<file path="src/rtl/matmul_sequencer_if.sv">
`default_nettype none
// +----------------------------------------------------------------------------+
// | matmul_sequencer_if                                                        |
// | Start/done handshake plus A/B bank read ports and output-memory write port |
// | Optional macro: MATMUL_SEQ_PERF_EN adds perf_cycles / perf_writes          |
// | Revision: 1.0                                                              |
// +----------------------------------------------------------------------------+
interface matmul_sequencer_if #(
   parameter int A_ADDR_W   = 6,
   parameter int B_ADDR_W   = 6,
   parameter int OUT_ADDR_W = 12
);
   logic                  start;
   logic [A_ADDR_W:0]     cfg_rows;
   logic [B_ADDR_W:0]     cfg_cols;
   logic                  en_a;
   logic [A_ADDR_W-1:0]   addr_a;
   logic                  en_b;
   logic [B_ADDR_W-1:0]   addr_b;
   logic                  en_out;
   logic                  we_out;
   logic [OUT_ADDR_W-1:0] addr_out;
   logic                  busy;
   logic                  done;
`ifdef MATMUL_SEQ_PERF_EN
   logic [31:0]           perf_cycles;
   logic [OUT_ADDR_W:0]   perf_writes;

   modport master (
      input  start, cfg_rows, cfg_cols,
      output en_a, addr_a, en_b, addr_b, en_out, we_out, addr_out, busy, done,
      output perf_cycles, perf_writes
   );
   modport slave (
      output start, cfg_rows, cfg_cols,
      input  en_a, addr_a, en_b, addr_b, en_out, we_out, addr_out, busy, done,
      input  perf_cycles, perf_writes
   );
`else
   modport master (
      input  start, cfg_rows, cfg_cols,
      output en_a, addr_a, en_b, addr_b, en_out, we_out, addr_out, busy, done
   );
   modport slave (
      output start, cfg_rows, cfg_cols,
      input  en_a, addr_a, en_b, addr_b, en_out, we_out, addr_out, busy, done
   );
`endif
endinterface
`default_nettype wire

</file>
<file path="src/rtl/matmul_sequencer.sv">
`default_nettype none
// +----------------------------------------------------------------------------+
// | matmul_sequencer                                                           |
// | Issues A-row/B-column read pairs and writes tree results to output memory  |
// | Optional macro: MATMUL_SEQ_PERF_EN adds pass cycle / write counters        |
// | Revision: 1.0                                                              |
// +----------------------------------------------------------------------------+
module matmul_sequencer #(
   parameter int A_ADDR_W   = 6,
   parameter int B_ADDR_W   = 6,
   parameter int OUT_ADDR_W = 12,
   parameter int RD_LAT     = 1,
   parameter int TREE_LAT   = 7
) (
   input  logic               clk,
   input  logic               rst,
   matmul_sequencer_if.master bus
);
   localparam int c_lat    = RD_LAT + TREE_LAT;
   // The output register is the final tag stage, so only LAT-1 internal stages.
   localparam int c_pdepth = c_lat - 1;
   localparam logic [A_ADDR_W:0] c_max_rows = {1'b1, {A_ADDR_W{1'b0}}};
   localparam logic [B_ADDR_W:0] c_max_cols = {1'b1, {B_ADDR_W{1'b0}}};

   typedef enum logic [1:0] {
      S_IDLE  = 2'd0,
      S_RUN   = 2'd1,
      S_DRAIN = 2'd2,
      S_FIN   = 2'd3
   } state_t;

   state_t                r_state;
   logic                  r_en_a;
   logic                  r_en_b;
   logic [A_ADDR_W-1:0]   r_addr_a;
   logic [B_ADDR_W-1:0]   r_addr_b;
   logic [A_ADDR_W-1:0]   r_last_a;
   logic [B_ADDR_W-1:0]   r_last_b;
   logic [OUT_ADDR_W-1:0] r_idx;
   logic [c_pdepth-1:0]   r_pipe_vld;
   logic [OUT_ADDR_W-1:0] r_pipe_idx [c_pdepth];
   logic                  r_en_out;
   logic                  r_we_out;
   logic [OUT_ADDR_W-1:0] r_addr_out;
   logic                  r_busy;
   logic                  r_done;

   logic [A_ADDR_W:0]     w_rows;
   logic [B_ADDR_W:0]     w_cols;
   logic                  w_zero;
   logic                  w_accept;

   assign w_rows   = (bus.cfg_rows > c_max_rows) ? c_max_rows : bus.cfg_rows;
   assign w_cols   = (bus.cfg_cols > c_max_cols) ? c_max_cols : bus.cfg_cols;
   assign w_zero   = (w_rows == '0) || (w_cols == '0);
   assign w_accept = (r_state == S_IDLE) && bus.start;

   always_ff @(posedge clk or posedge rst) begin
      if (rst) begin
         r_state    <= S_IDLE;
         r_en_a     <= 1'b0;
         r_en_b     <= 1'b0;
         r_addr_a   <= '0;
         r_addr_b   <= '0;
         r_last_a   <= '0;
         r_last_b   <= '0;
         r_idx      <= '0;
         r_pipe_vld <= '0;
         for (int i = 0; i < c_pdepth; i++) begin
            r_pipe_idx[i] <= '0;
         end
         r_en_out   <= 1'b0;
         r_we_out   <= 1'b0;
         r_addr_out <= '0;
         r_busy     <= 1'b0;
         r_done     <= 1'b0;
      end else begin
         r_pipe_vld[0] <= r_en_a;
         r_pipe_idx[0] <= r_idx;
         for (int i = 1; i < c_pdepth; i++) begin
            r_pipe_vld[i] <= r_pipe_vld[i-1];
            r_pipe_idx[i] <= r_pipe_idx[i-1];
         end
         r_en_out <= r_pipe_vld[c_pdepth-1];
         r_we_out <= r_pipe_vld[c_pdepth-1];
         if (r_pipe_vld[c_pdepth-1]) begin
            r_addr_out <= r_pipe_idx[c_pdepth-1];
         end
         r_done <= 1'b0;

         case (r_state)
            S_IDLE: begin
               if (w_accept) begin
                  if (w_zero) begin
                     r_state <= S_FIN;
                     r_done  <= 1'b1;
                  end else begin
                     r_state  <= S_RUN;
                     r_busy   <= 1'b1;
                     r_en_a   <= 1'b1;
                     r_en_b   <= 1'b1;
                     r_addr_a <= '0;
                     r_addr_b <= '0;
                     r_idx    <= '0;
                     // Counts are 1..2^W here, so the low bits minus one give the last index.
                     r_last_a <= w_rows[A_ADDR_W-1:0] - 1;
                     r_last_b <= w_cols[B_ADDR_W-1:0] - 1;
                  end
               end
            end
            S_RUN: begin
               r_idx <= r_idx + 1;
               if (r_addr_b == r_last_b) begin
                  if (r_addr_a == r_last_a) begin
                     r_state <= S_DRAIN;
                     r_en_a  <= 1'b0;
                     r_en_b  <= 1'b0;
                  end else begin
                     r_addr_b <= '0;
                     r_addr_a <= r_addr_a + 1;
                  end
               end else begin
                  r_addr_b <= r_addr_b + 1;
               end
            end
            S_DRAIN: begin
               // Last tag sits in the output register this cycle; done follows it.
               if (r_pipe_vld == '0) begin
                  r_state <= S_FIN;
                  r_busy  <= 1'b0;
                  r_done  <= 1'b1;
               end
            end
            S_FIN: begin
               r_state <= S_IDLE;
            end
            default: begin
               r_state <= S_IDLE;
            end
         endcase
      end
   end

   assign bus.en_a     = r_en_a;
   assign bus.en_b     = r_en_b;
   assign bus.addr_a   = r_addr_a;
   assign bus.addr_b   = r_addr_b;
   assign bus.en_out   = r_en_out;
   assign bus.we_out   = r_we_out;
   assign bus.addr_out = r_addr_out;
   assign bus.busy     = r_busy;
   assign bus.done     = r_done;

`ifdef MATMUL_SEQ_PERF_EN
   logic [31:0]         r_perf_cycles;
   logic [OUT_ADDR_W:0] r_perf_writes;

   always_ff @(posedge clk or posedge rst) begin
      if (rst) begin
         r_perf_cycles <= '0;
         r_perf_writes <= '0;
      end else if (w_accept) begin
         r_perf_cycles <= '0;
         r_perf_writes <= '0;
      end else begin
         if (r_busy) begin
            r_perf_cycles <= r_perf_cycles + 1;
         end
         if (r_en_out) begin
            r_perf_writes <= r_perf_writes + 1;
         end
      end
   end

   assign bus.perf_cycles = r_perf_cycles;
   assign bus.perf_writes = r_perf_writes;
`endif

endmodule
`default_nettype wire
</file>
<file path="src/flat_wrapper.sv">
// flat-port wrapper written by rule: the top's interface ports become plain ports
module matmul_sequencer_flat 
#(
   parameter int A_ADDR_W   = 6,
   parameter int B_ADDR_W   = 6,
   parameter int OUT_ADDR_W = 12,
   parameter int RD_LAT     = 1,
   parameter int TREE_LAT   = 7
)
  (clk, rst, bus_start, bus_cfg_rows, bus_cfg_cols, bus_en_a, bus_addr_a, bus_en_b, bus_addr_b, bus_en_out, bus_we_out, bus_addr_out, bus_busy, bus_done);
  matmul_sequencer_if #(.A_ADDR_W(A_ADDR_W), .B_ADDR_W(B_ADDR_W), .OUT_ADDR_W(OUT_ADDR_W)) bus_i ();
  input  logic clk;
  input  logic rst;
  input wire logic [$bits(bus_i.start)-1:0] bus_start;
  input wire logic [$bits(bus_i.cfg_rows)-1:0] bus_cfg_rows;
  input wire logic [$bits(bus_i.cfg_cols)-1:0] bus_cfg_cols;
  output wire logic [$bits(bus_i.en_a)-1:0] bus_en_a;
  output wire logic [$bits(bus_i.addr_a)-1:0] bus_addr_a;
  output wire logic [$bits(bus_i.en_b)-1:0] bus_en_b;
  output wire logic [$bits(bus_i.addr_b)-1:0] bus_addr_b;
  output wire logic [$bits(bus_i.en_out)-1:0] bus_en_out;
  output wire logic [$bits(bus_i.we_out)-1:0] bus_we_out;
  output wire logic [$bits(bus_i.addr_out)-1:0] bus_addr_out;
  output wire logic [$bits(bus_i.busy)-1:0] bus_busy;
  output wire logic [$bits(bus_i.done)-1:0] bus_done;
  assign bus_i.start = bus_start;
  assign bus_i.cfg_rows = bus_cfg_rows;
  assign bus_i.cfg_cols = bus_cfg_cols;
  assign bus_en_a = bus_i.en_a;
  assign bus_addr_a = bus_i.addr_a;
  assign bus_en_b = bus_i.en_b;
  assign bus_addr_b = bus_i.addr_b;
  assign bus_en_out = bus_i.en_out;
  assign bus_we_out = bus_i.we_out;
  assign bus_addr_out = bus_i.addr_out;
  assign bus_busy = bus_i.busy;
  assign bus_done = bus_i.done;
  matmul_sequencer #(.A_ADDR_W(A_ADDR_W), .B_ADDR_W(B_ADDR_W), .OUT_ADDR_W(OUT_ADDR_W), .RD_LAT(RD_LAT), .TREE_LAT(TREE_LAT)) u_core (.clk(clk), .rst(rst), .bus(bus_i));
endmodule
</file>
<file path="config.mk">
export PLATFORM = sky130hd
export DESIGN_NAME = matmul_sequencer_flat
export DESIGN_NICKNAME = d
export VERILOG_FILES = /design/src/rtl/matmul_sequencer_if.sv /design/src/rtl/matmul_sequencer.sv /design/src/flat_wrapper.sv
export SDC_FILE = /design/constraint.sdc
export NUM_CORES = 1
export LEC_CHECK = 0
export BUFFER_PORTS_ARGS = -buffer_cell sky130_fd_sc_hd__buf_4
export CORE_MARGIN = 3
export CORE_UTILIZATION = 40
export CTS_CLUSTER_SIZE = 20
export DETAILED_ROUTE_END_ITERATION = 12
export GPL_TIMING_DRIVEN = 0
export PLACE_DENSITY = 0.61
export REMOVE_ABC_BUFFERS = 1
export SYNTH_ARGS = -nofsm -noshare
export SYNTH_HDL_FRONTEND = slang
export SYNTH_SLANG_ARGS = --single-unit
</file>
<file path="constraint.sdc">
create_clock -name clk -period 5.8 [get_ports clk]
set_input_delay 0.87 -clock clk [delete_from_list [all_inputs] [get_ports clk]]
set_output_delay 0.87 -clock clk [all_outputs]
set_load 0.01 [all_outputs]
</file>
==> summary.md, run 1 <==
| Metric | Value |
|---|---|
| Status | `completed` |
| R2R cell count | `8` |
| Die height | `122 um` |
| Critical Path RT | `6140 ps` |
| Max VDD drop | `0.000190 V` |
| Fin Hold WS | `343 ps` |
| FFs w/ async S/R, synth | `1.00` |
| Crit path DAT | `4000 ps` |
| Most common cell after layout, fill and taps aside | `dfrtp_1` |
| Largest net degree at the start of global routing | `108` |
| Antenna cell count | `0` |
| DRT antenna net count | `0` |
| Ys Warns | `0` |
| Max Fclk | `274 MHz` |
| Post-synth top flop | `dfrtp_1` |
| Drt drc | `0` |
| Setup WS pre-CTS | `2060 ps` |
| GPL Wtd Cong | `0.831` |
| Deepest clock path buffer count | `2` |
| Avg Vias per Cell | `5.07` |
| Setup Viol. Count Final | `0` |
| Most frequent cells in the layout | `145 x dfrtp_1, 46 x buf_4, 41 x nand2_1, 22 x nand3_1, 20 x nor2_1` |
| Worst setup margin | `2150 ps` |
| Final Hold Fails | `0` |
| LEAKAGE | `3.05 nW` |
| Initial DRC Count | `232` |
| First-pass GRT wire length | `15500 um` |
| Total congestion overflow | `0` |
| Reg clk slew, reported paths | `60 ps` |
| Std-Cell Rows | `41` |
| R2r setup slk | `2150 ps` |
| Final WL | `9270 um` |
| Post-synth EDFFs | `0` |
| Die area | `14900 um2` |
| CTS tree | `done` |
| Distinct cell type count after synthesis | `59` |
| Crit Path Category | `flip-flop to flip-flop` |
| Cts bufs inserted | `17` |
| Mapped cell area | `5380 um2` |
| P per Cell Area | `481 nW/um2` |
| Setup Skew | `5.37 ps` |
| Post-synthesis sequential area ratio | `0.674` |
| Pre-antenna DRT Iters | `4` |
| Die X | `122 um` |
| Setup Buffers After CTS | `0` |
| Final slew viol count | `0` |
| Synth Instances | `414` |
| Sink Count | `145` |
| GRT Util Overall | `0.135` |
| Hold WC Path Type | `flip-flop to flip-flop` |
| Core Area | `12900 um2` |
| Crit. End Element | `flip-flop` |
| Skew-Pair Late Insertion Delay | `410 ps` |
| Port-buffer cells | `46` |
| PostCTS Resize Cnt | `0` |
| Worst slew pin tran | `1120 ps` |
| Post-CTS Hold Buffers | `0` |
| Final period utilization | `0.630` |
| H-tree lvl count | `4` |
| Slew headroom | `0.254` |
| Initial Utilization | `0.418` |
| Ports | `47` |
| DR vias | `3312` |
| Crit-path max FO | `27` |
| Vias in the first global route | `3190` |
| Nets | `496` |
| Area growth syn-to-layout | `21.7%` |
| Root Buffer | `clkbuf_16` |
| Mean Syn Cell Area | `13.0 um2` |
| Hold Path Depth | `0` |
| WL/cell | `14.2 um` |
| Unrepaired setup endpoints after global routing | `no` |
| MaxCap Viol Count | `0` |
| Crit path time final | `3650 ps` |
| Ratio of cells with drive above 1 in the final layout | `0.225` |
| Initial antenna violation count | `0` |
| Hpwl dp | `5910 um` |
| Synthesized flop and latch total | `145` |
| Startpoint types | `flip-flop` |
-- final timing paths --
path,from,endpoint
min in group asynchronous,rst,u_core.r_pipe_vld[4]
setup reg to reg,u_core.r_state[1],u_core.r_idx[4]
hold / removal,u_core.r_pipe_idx[40],u_core.r_pipe_idx[28]
max in group asynchronous,rst,u_core.r_pipe_idx[29]
hold reg to reg,u_core.r_pipe_idx[40],u_core.r_pipe_idx[28]
setup / recovery,u_core.r_state[1],u_core.r_idx[4]
-- cell type report --
class	instances	area [um2]
clock buffer	20	457
inverter	9	38.8
multi-input combinational	248	1670
timing repair buffer	48	388
sequential	145	3630
fill	1096	6330
clock inverter	11	155
tap	172	215
-- sequential cells by signal, indices dropped and copies added (netlist names), 2 cells and up --
name	cells
u_core.r_last_a	6
u_core.r_state	2
u_core.r_last_b	6
u_core.r_pipe_idx	84
u_core.r_idx	12
u_core.bus.addr_out	12
u_core.bus.addr_a	6
u_core.bus.addr_b	6
u_core.r_pipe_vld	7
-- metal layers --
layer  global-route usage  share of wire  vias up
met5                    0              0        -
met4               0.0707          0.011        0
met3               0.0446          0.045       11
met2                0.206           0.48       63
met1                0.173           0.46     1653
li1                     -              -     1585
-- power by group --
group,internal [mW],switching [mW],leakage (nW)
clock,0.700,0.407,0.285
combinational,0.267,0.366,0.892
sequential,1.27,0.145,1.87
total,2.23,0.917,3.05
-- per-stage QoR --
step	instance area [um2]	instances	utilization	TNS, ps	total power [mW]
4_1_cts	6550	653	0.509	0	3.19
6_report	6550	653	0.509	0	3.15
2_1_floorplan	5330	402	-	0	1.83
3_3_place_gp	5890	620	0.457	-62630	2.02
5_1_grt	6550	653	0.509	0	3.33
3_5_place_dp	5940	622	0.461	0	2.07
-- cell usage after synthesis, types with 2 or more instances --
library cell  number  share of area
nand4_1            2         0.0023
nor2b_1            2         0.0023
a22o_1             2         0.0033
mux2_2            13          0.027
nor3_1             8         0.0074
o211ai_1           4         0.0056
o22ai_1            2         0.0023
nand2_1           41          0.029
or4_1              3         0.0042
o21a_1             3         0.0042
a221o_1            2         0.0037
nand2b_1           2         0.0023
nand4b_1           3         0.0049
nor3b_1            2         0.0028
xnor2_1           10          0.016
buf_4              2         0.0028
a21oi_1           12          0.011
o21ai_1            5         0.0047
clkbuf_1           8         0.0056
a31oi_1            9          0.010
nor2_1            21          0.015
nor4_1             4         0.0047
mux2i_1            2         0.0037
o2111ai_1          2         0.0033
and3_1             4         0.0047
inv_1              8         0.0056
dfrtp_1          145           0.67
o21ai_0           17          0.016
or2_2              2         0.0023
a211o_1            3         0.0049
xor2_1             8          0.013
a22oi_1            5         0.0070
o31ai_1            2         0.0028
ha_1              10          0.023
nand3_1           22          0.020
-- logic make-up (layout without fill, tap and decap cells) --
| logic type | count (synthesis) | after routing | synth area share |
|---|---|---|---|
| flip-flops | 145 | 145 | 0.674 |
| AND/OR/NAND/NOR | 123 | 123 | 0.117 |
| AO/OA/AOI/OAI | 80 | 80 | 0.101 |
| buffers and inverters | 21 | 88 | 0.0163 |
| XOR/XNOR | 19 | 19 | 0.0344 |
| multiplexers | 16 | 16 | 0.0337 |
| adder cells (fa/ha/maj) | 10 | 10 | 0.0233 |
-- worst max-delay path, stage by stage, from the launching register on --
cell and delay (ps):
dfrtp_1 390, inv_1 90, ha_1 810, clkinv_1 830
nor2_1 440, nor2_2 160, buf_8 240, or4_1 480
nand3_1 100
No activity file was read; power rests on OpenSTA's default activity.
==> run 2, diff against run 1 <==
Settings changed: PLACE_DENSITY 0.61 to 0.63.
Clock period 5.8 ns to 2.97 ns, I/O delays scaled along.
==> summary.md, run 2 (synthesized netlist as in run 1, its figures left out) <==
| Metric | Value |
|---|---|
| Ports | `47 (unchanged)` |
| Post-CTS Hold Buffers | `0 (unchanged)` |
| Crit path time final | `2720 ps (-934 ps)` |
| Design Area, Final | `6530 um2 (-0.25%)` |
| DR vias | `3353 (+1.2%)` |
| Crit-path max FO | `27 (unchanged)` |
| Unrepaired setup endpoints after global routing | `no` |
| Initial antenna violation count | `0 (unchanged)` |
| Std-Cell Rows | `41 (unchanged)` |
| Hpwl dp | `6160 um (+4.3%)` |
| Worst Setup SP | `u_core.r_state[1]` |
| Die height | `122 um (unchanged)` |
| Nets | `498 (+0.40%)` |
| CTS tree | `done` |
| MaxCap Viol Count | `0 (unchanged)` |
| Ratio of cells with drive above 1 in the final layout | `0.230 (+0.00576)` |
| Final slew viol count | `0 (unchanged)` |
| Most common cell after layout, fill and taps aside | `dfrtp_1` |
| Most frequent cells in the layout | `145 x dfrtp_1, 48 x buf_4, 41 x nand2_1, 22 x nand3_1, 20 x nor2_1` |
| Worst path cell trace | `inv_1, ha_2, clkinv_2, nor2_1, nor2_2, buf_8, or4_1, nand3_1` |
| P per Cell Area | `924 nW/um2 (+92%)` |
| Sink Count | `145 (unchanged)` |
| Hold WC Path Type | `input port to async pin` |
| CP delay by family, top | `simple AND/OR/NAND/NOR gates` |
| GR peak layer | `met2` |
| Drt drc | `0 (unchanged)` |
| H-tree lvl count | `4 (unchanged)` |
| CP Depth | `8 (unchanged)` |
| Cell at the slowest stage of the critical path | `ha_2` |
| LEAKAGE | `3.05 nW (+0.16%)` |
| Root Buffer | `clkbuf_16` |
| Reg2reg end | `u_core.r_idx[4]` |
| Reg clk slew, reported paths | `60 ps (about the same)` |
| Critical Path RT | `3310 ps (-2830 ps)` |
| R2r setup slk | `250 ps (-1900 ps)` |
| Multi-input combinational cell area | `1680 um2 (+0.83%)` |
| First-pass GRT wire length | `15500 um (-0.27%)` |
| Vias in the first global route | `3249 (+1.8%)` |
| Initial DRC Count | `243 (+4.7%)` |
| Area growth syn-to-layout | `21.4%` |
| Cts bufs inserted | `17 (unchanged)` |
| CP bufs+invs | `3 (unchanged)` |
| Post-route setup TNS | `0 ps (unchanged)` |
| Crit. End Element | `flip-flop` |
| R2R cell count | `8 (unchanged)` |
| Clock power share | `0.334 (-0.017)` |
| Final WL | `9470 um (+2.2%)` |
| GPL Wtd Cong | `0.799 (-3.8%)` |
| Port-buffer cells | `46 (unchanged)` |
| Deepest clock path buffer count | `2 (unchanged)` |
| Startpoint types | `flip-flop` |
| Antenna cell count | `0 (unchanged)` |
| FF/Latch Area | `3630 um2 (unchanged)` |
| Worst slew pin tran | `783 ps (-337 ps)` |
| Final Power | `6.03 mW (+91%)` |
| Setup Viol. Count Final | `0 (unchanged)` |
| Total congestion overflow | `0 (unchanged)` |
| Final Hold Fails | `0 (unchanged)` |
| DRT antenna net count | `0 (unchanged)` |
| Slew headroom | `0.474 (+0.220)` |
| Setup Skew | `8.66 ps (+3.29 ps)` |
| Largest net degree at the start of global routing | `87 (-19%)` |
| Status | `completed` |
| Switching share of power | `0.297 (+0.00555)` |
| Die X | `122 um (unchanged)` |
| Max VDD drop | `0.000528 V (+180%)` |
| Inst Count DP | `622 (unchanged)` |
| Setup WS pre-CTS | `-589 ps (-2650 ps)` |
| GR Util met1 | `0.168 (-0.00481)` |
| Sequential share of power | `0.457 (+0.009)` |
| DP Area | `5940 um2 (unchanged)` |
| Skew-Pair Late Insertion Delay | `410 ps (about the same)` |
| Worst setup margin | `251 ps (-1900 ps)` |
| Comb power frac | `0.209 (+0.008)` |
| Max reg flops | `84 (unchanged)` |
| Final cell count without fillers | `654 (+0.15%)` |
| NetSw | `1.79 mW (+95%)` |
| WL/cell | `14.5 um (+2.0%)` |
| Crit path DAT | `3060 ps (-940 ps)` |
| Critical Path End | `u_core.r_idx[4]` |
| Avg Vias per Cell | `5.13 (+1.1%)` |
| Fillers | `1093 (-0.27%)` |
| Die area | `14900 um2 (unchanged)` |
| Launching point of the worst reg2reg path | `u_core.r_state[1]` |
| Initial Utilization | `0.418 (unchanged)` |
| Largest Register | `u_core.r_pipe_idx` |
| Core Area | `12900 um2 (unchanged)` |
| Final period utilization | `0.915 (+0.286)` |
| Crit Path Category | `flip-flop to flip-flop` |
| Slowest cell delay on critical path | `520 ps (-310 ps)` |
| GRT Util Overall | `0.134 (-0.00105)` |
| Max Fclk | `368 MHz (+34%)` |
| Met3 Resource Use GR | `0.0478 (+0.00325)` |
| Cell-internal power | `4.24 mW (+90%)` |
| Pre-antenna DRT Iters | `4 (unchanged)` |
| Met2 Use GR | `0.208 (+0.00138)` |
[run 2: changes by cell type in the layout (fill, tap and decap cells not counted), moves of 2 or more]
cell	delta
clkinv_4	+3
clkinvlp_4	-4
buf_4	+2
clkbuf_8	-2
clkinv_2	+4
[run 2: timing repair]
item	CTS	global route
endpoints found under the setup margin	22	1
gates resized for setup	3	0
cloned	0	0
setup buffers	0	2
[run 2: final cells by class]
class                   instances  share of cell area
clock inverters                12              0.0209
clock buffers                  18              0.0657
repair buffers                 50              0.0617
multi-input cells             248               0.257
well taps                     172              0.0329
inverters                       9             0.00613
flip-flops and latches        145               0.555
[run 2: worst min path at each step]
stage | end | slack (ps) | cells past startpoint
2_1_floorplan | u_core.r_pipe_idx[0] | 330 | 0
3_3_place_gp | u_core.r_pipe_idx[41] | 330 | 0
3_5_place_dp | u_core.r_pipe_idx[19] | 330 | 0
4_1_cts | u_core.bus.en_out | 120 | 2
5_1_grt | u_core.bus.en_out | 140 | 2
6_report | u_core.bus.en_out | 120 | 2
[run 2: power groups by stage]
stage               logic (mW)  clock network (mW)  registers [mW]
global placement          1.17                   0            2.77
floorplan                0.817                   0            2.75
finish                    1.26                2.01            2.76
global route              1.40                2.16            2.82
CTS                       1.27                2.07            2.77
detailed placement        1.25                   0            2.80
[run 2: worst register-to-register path, cell delays in order, from the launching register on]
cell and delay, ps:
dfrtp_1 400, inv_1 90, ha_2 520, clkinv_2 410, nor2_1 330, nor2_2 150, buf_8 190, or4_1 470
nand3_1 100
[run 2: metrics by stage]
step                hold slack (ps)  utilization
global route                    144        0.507
global placement                331        0.457
detailed placement              335        0.461
finish                          116        0.507
CTS                             124        0.506
floorplan                       331            -
[run 2: layer usage]
layer | vias to the layer above | share of wire
met5 | - | 0
met4 | 0 | 0.011
met3 | 12 | 0.049
met2 | 75 | 0.50
met1 | 1677 | 0.44
li1 | 1589 | -
